==> src/rtl/riscv_pkg.sv <==
// Shared types for the instruction-memory loader: FSM state encoding and frame constants.
package riscv_pkg;

  typedef enum logic [2:0] {
    ST_IDLE   = 3'd0,
    ST_LEN_LO = 3'd1,
    ST_LEN_HI = 3'd2,
    ST_DATA   = 3'd3,
    ST_CSUM   = 3'd4,
    ST_DONE   = 3'd5,
    ST_ERROR  = 3'd6
  } loader_state_t;

  localparam int LOADER_HDR_BYTES  = 2;
  localparam int LOADER_CSUM_BYTES = 1;

endpackage

==> src/rtl/instr_loader_byte_packer.sv <==
// Assembles little-endian 32-bit words from a byte stream and pulses word_valid
// the cycle after the fourth byte, while the completed word is held on `word`.
module byte_packer (
  input  logic        clk,
  input  logic        rst,
  input  logic        clear,
  input  logic        byte_en,
  input  logic [7:0]  byte_in,
  output logic [31:0] word,
  output logic        word_valid
);

  logic [1:0] byte_cnt;

  always_ff @(posedge clk) begin
    if (rst || clear) begin
      byte_cnt   <= 2'd0;
      word       <= 32'd0;
      word_valid <= 1'b0;
    end else begin
      word_valid <= byte_en && (byte_cnt == 2'd3);
      if (byte_en) begin
        word[{byte_cnt, 3'b000} +: 8] <= byte_in;
        byte_cnt                     <= byte_cnt + 2'd1;
      end
    end
  end

endmodule

==> src/rtl/instr_loader.sv <==
// Byte-stream program loader: parses LEN/payload/CSUM frames, writes packed words into
// instruction memory and holds the core until a checksum-verified image is in place.
//
//  state   | meaning
//  IDLE    | waiting for start after reset, no bytes accepted
//  LEN_LO  | expecting low byte of the word count
//  LEN_HI  | expecting high byte of the word count, range check
//  DATA    | accepting payload bytes, one memory write per 4 bytes
//  CSUM    | expecting XOR checksum of the payload
//  DONE    | image valid, core released
//  ERROR   | bad length or checksum, core held
module instr_loader
  import riscv_pkg::*;
#(
  parameter int NUM_INSTR = 64,
  parameter int ADDR_W    = $clog2(NUM_INSTR)
) (
  input  logic              clk,
  input  logic              rst,
  input  logic              start,
  input  logic              rx_valid,
  input  logic [7:0]        rx_byte,
  output logic              rx_ready,
  output logic              imem_we,
  output logic [ADDR_W-1:0] imem_addr,
  output logic [31:0]       imem_wdata,
  output logic              core_hold,
  output logic              load_done,
  output logic              load_err
);

  localparam int          CNT_W   = ADDR_W + 1;
  localparam logic [15:0] MAX_LEN = 16'(NUM_INSTR);

  loader_state_t    state;
  logic [7:0]       len_lo;
  logic [CNT_W-1:0] words_left;
  logic [7:0]       csum;
  logic [15:0]      len_full;
  logic             xfer;
  logic             start_take;
  logic             word_valid;
  logic [31:0]      word;

  // rx_ready drops during the write cycle so at most one byte is ever in flight
  assign rx_ready = ((state == ST_LEN_LO) || (state == ST_LEN_HI) ||
                     (state == ST_DATA)   || (state == ST_CSUM)) && !word_valid;
  assign xfer       = rx_valid && rx_ready;
  assign start_take = start && ((state == ST_IDLE) || (state == ST_DONE) || (state == ST_ERROR));
  assign len_full   = {rx_byte, len_lo};

  byte_packer u_packer (
    .clk        (clk),
    .rst        (rst),
    .clear      (start_take),
    .byte_en    (xfer && (state == ST_DATA)),
    .byte_in    (rx_byte),
    .word       (word),
    .word_valid (word_valid)
  );

  assign imem_we    = word_valid;
  assign imem_wdata = word;

  always_ff @(posedge clk) begin
    if (rst) begin
      state      <= ST_IDLE;
      len_lo     <= 8'd0;
      words_left <= '0;
      imem_addr  <= '0;
      csum       <= 8'd0;
      core_hold  <= 1'b1;
      load_done  <= 1'b0;
      load_err   <= 1'b0;
    end else if (start_take) begin
      state      <= ST_LEN_LO;
      len_lo     <= 8'd0;
      words_left <= '0;
      imem_addr  <= '0;
      csum       <= 8'd0;
      core_hold  <= 1'b1;
      load_done  <= 1'b0;
      load_err   <= 1'b0;
    end else begin
      case (state)
        ST_LEN_LO: if (xfer) begin
          len_lo <= rx_byte;
          state  <= ST_LEN_HI;
        end
        ST_LEN_HI: if (xfer) begin
          if (len_full > MAX_LEN) begin
            state    <= ST_ERROR;
            load_err <= 1'b1;
          end else if (len_full == 16'd0) begin
            state <= ST_CSUM;
          end else begin
            words_left <= len_full[CNT_W-1:0];
            state      <= ST_DATA;
          end
        end
        ST_DATA: begin
          if (xfer) csum <= csum ^ rx_byte;
          if (word_valid) begin
            words_left <= words_left - CNT_W'(1);
            // the address stays on the last word so a full-depth load never wraps
            if (words_left == CNT_W'(1)) state <= ST_CSUM;
            else imem_addr <= imem_addr + ADDR_W'(1);
          end
        end
        ST_CSUM: if (xfer) begin
          if (rx_byte == csum) begin
            state     <= ST_DONE;
            load_done <= 1'b1;
            core_hold <= 1'b0;
          end else begin
            state    <= ST_ERROR;
            load_err <= 1'b1;
          end
        end
        default: ;
      endcase
    end
  end

endmodule
==> config.mk <==
export PLATFORM = sky130hd
export DESIGN_NAME = instr_loader
export DESIGN_NICKNAME = d
export VERILOG_FILES = /design/src/rtl/riscv_pkg.sv /design/src/rtl/instr_loader_byte_packer.sv /design/src/rtl/instr_loader.sv
export SDC_FILE = /design/constraint.sdc
export NUM_CORES = 1
export LEC_CHECK = 0
export CORE_MARGIN = 1.5
export CORE_UTILIZATION = 32
export CTS_BUF_LIST = sky130_fd_sc_hd__clkbuf_4
export CTS_CLUSTER_SIZE = 30
export DETAILED_ROUTE_END_ITERATION = 10
export REMOVE_ABC_BUFFERS = 1
export SLEW_MARGIN = 20
export SYNTH_ARGS = -nofsm -noshare
export SYNTH_HDL_FRONTEND = slang
export SYNTH_SLANG_ARGS = --single-unit
==> constraint.sdc <==
create_clock -name clk -period 1.65 [get_ports clk]
set_input_delay 0.165 -clock clk [delete_from_list [all_inputs] [get_ports clk]]
set_output_delay 0.165 -clock clk [all_outputs]
set_load 0.1 [all_outputs]
==> impl_metrics.yaml <==
layout:
  antenna_cells: 0
  finish.net_count: 553
  final_util_pct: 59.7
  drive_gt1_share_pct: 52.2
  multiInputGateArea_sq_mm: 0.00245
  final_common_cell: "sky130_fd_sc_hd__buf_4"
  final-instance-count-excl-fill: 674
  layout.cells.most_common_list: "63 x sky130_fd_sc_hd__buf_4, 61 x sky130_fd_sc_hd__dfxtp_1, 49 x sky130_fd_sc_hd__nand2_1, 49 x sky130_fd_sc_hd__buf_12, 28 x sky130_fd_sc_hd__a21oi_2"
  fillerInstances: 813
  syn_to_final_growth_pct: 82.0
  regArea_sq_mm: 0.00142
outcome:
  run_status: "complete, but fails checks"
  violations_in_the_final_reports: "setup timing"
global_routing:
  grt_pass1_vias: 3647
  grt_util_all_layers_pct: 20.4
  grt_pass1_wl_microns: 17900
  number_of_antenna_violations_at_the_first_check_in_global_routing: 0
  globalRouteOverflowTotal: 0
  grt_max_degree: 12
timing:
  fin_worst_hold_slack_ns: 0.466
  finalCritPeriodShare_pct: 117
  final.setup.tns_ns: -5.70
  timing.fmax_ghz: 0.516
  worst_slew_margin_rel_pct: 74.1
  rsz0062_at_grt: "true"
  tightestPinTransition_ns: 0.385
  hold_viol_final: 0
  clock-skew-final_ns: 0.0194
  drv_slew: 0
  fin_ws_ns: -0.287
  number_of_setup_violations_in_the_final_report: 62
  finalCriticalPeriod_ns: 1.94
worst_setup_path:
  critical_path.max_stage_delay_ns: 0.56
  cp.required_ns: 1.96
  crit_arrival_ns: 2.24
  cpMaxStageDelayCell: "sky130_fd_sc_hd__or4_4"
  timing.critical_path.cells: "or4_4 -> or4_4 -> nand4bb_4 -> and2_4 -> o31ai_2"
  cp_max_fo: 7
  critical-path-top-cell-by-count: "sky130_fd_sc_hd__or4_4"
  path_class: "register to register"
  r2r_setup_slack_ns: -0.29
  cp-end-kind: "register"
  start_kind: "register"
logic_synthesis:
  syn_avg_cell_area_sq_um: 8.35
  postSynth.asyncResetShare_pct: 0
  syn_area_sq_mm: 0.00336
  ys_seq_area_share_pct: 41.8
  ys_ff_latch: 70
  yosys_warnings: 0
  synthFlopType: "sky130_fd_sc_hd__dfxtp_1"
  syn_inst: 402
  synthDistinctLibCells: 50
  synth_enable_flop_cells: 0
cts:
  cts_max_path_buffers: 2
  cts_buffers: 9
  clk_root_buffer_cell: "sky130_fd_sc_hd__clkbuf_4"
  holdBufCountCts: 0
  worst_setup_hold_path_clk_slew_ns: 0.12
  htreeDepth: 3
  clock_sinks: 70
  tritoncts: "built"
  clock_latency_ns: 0.43
floorplan:
  design.core.area_sq_mm: 0.0102
  dieHeight_microns: 105
  row_count: 37
  io_pins: 55
  design.die.area_sq_mm: 0.0111
  floorplan.initialDensity_pct: 32.8
  die_width_microns: 105
detailed_routing:
  dr.pass1.iters: 5
  route.detailed.vias_per_inst: 5.34
  routed-via-count: 3601
  drt-total-wl_microns: 12100
  drtAntennaViolNets: 0
  drc: 0
  wl_per_cell_microns: 17.9
  1st_iter_drt_viols: 155
placement:
  io_buf_count: 54
  post-dp-hpwl_microns: 7100
  gp_congestion: 0.868
  placedCellCount: 630
power:
  total_leakage_power_nw: 2.17
  pwr_density_cell_mw_per_mm2: 621
  vdd.ir_drop.worst_v: 0.000389
  report.power.total_mw: 3.79
min_path:
  hp-class: "primary input to register"
run:
  maxCapViolations: 0
state kept, by name, indices dropped and copies added (netlist names):
signal               flops
u_packer.word           32
csum                     8
len_lo                   8
words_left               7
imem_addr                6
state                    3
u_packer.byte_cnt        2
core_hold                1
load_done                1
load_err                 1
u_packer.word_valid      1
metal layers:
metal | GRT usage (%) | part of all wire [%]
met1 | 23.4 | 39
met2 | 35.6 | 51
met3 | 4.95 | 6.2
met4 | 9.49 | 3.5
met5 | 0 | 0
critical path, delay by kind of cell, from the launching register on:
family,cells,cell delay (ns)
and+or+nand+nor,4,1.41
DFF,1,0.34
AOI/OAI and AO/OA,1,0.07
report_power, final:
part | total (mW) | internal [mW] | switching, mW | leakage, nW
clock | 1.11 | 0.485 | 0.627 | 0.0719
combinational | 0.952 | 0.478 | 0.475 | 1.53
sequential | 1.73 | 1.71 | 0.0184 | 0.569
total | 3.79 | 2.67 | 1.12 | 2.17
timing repair:
| action | 4_1_cts | 5_1_grt |
|---|---|---|
| gates resized for setup | 64 | 122 |
| cloned | 5 | 3 |
| setup buffers | 18 | 8 |
| pin swaps | 15 | 35 |
| endpoints found under the setup margin | 66 | 70 |
worst paths after layout:
check / from / endpoint / depth (start not counted)
setup / recovery: len_lo[0] / words_left[6] / 5
hold / removal: rst / state[0] / 4
setup reg to reg: len_lo[0] / words_left[6] / 5
hold reg to reg: u_packer.word[6] / u_packer.word[6] / 2
through the flow:
step,instance area [sq um],worst slack [ns]
CTS,5560,-0.277
detailed placement,4920,-0.460
floorplan,3250,-3.85
finish,6110,-0.287
global placement,4920,-0.446
global route,6110,-0.345
cell type report:
cell class              instances  share of cell area [%]
repair buffers                147                    31.5
inverters                       5                   0.307
clock buffers                  11                    1.35
multi-input cells             300                    40.0
flip-flops and latches         70                    23.2
clock inverters                 5                   0.819
well taps                     136                    2.79
synth_stat cells, drive strengths merged, types with 2 or more instances:
cell / n / area [sq um]
a21oi: 41 / 209
inv: 5 / 18.8
xnor2: 9 / 78.8
o31ai: 7 / 86.3
ha: 8 / 100
buf: 7 / 35.0
nand2b: 6 / 37.5
nand2: 58 / 218
and3: 4 / 25.0
or4: 3 / 30.0
clkbuf: 20 / 75.1
and4: 2 / 17.5
nand4: 6 / 37.5
o21a: 2 / 15.0
xor2: 13 / 114
nor2b: 3 / 18.8
a41oi: 3 / 26.3
and2: 8 / 52.6
nand3: 38 / 195
nor2: 35 / 131
o311ai: 3 / 26.3
nor3b: 5 / 37.5
dfxtp: 70 / 1400
nand4b: 2 / 17.5
o21ai: 8 / 51.3
mux2i: 10 / 100
a31oi: 2 / 12.5
nor3: 9 / 45.0
nor4: 2 / 12.5
cells by family (layout without fill, tap and decap cells):
group,Yosys count,after routing,synth area share [%]
AO/OA/AOI/OAI,73,73,14.5
XOR/XNOR,22,22,5.74
adder cells (fa/ha/maj),8,8,2.98
buffers and inverters,32,168,3.84
flip-flops,70,70,41.8
multiplexers,10,10,2.98
AND/OR/NAND/NOR,187,187,28.2
(Power assumes the default switching activity.)
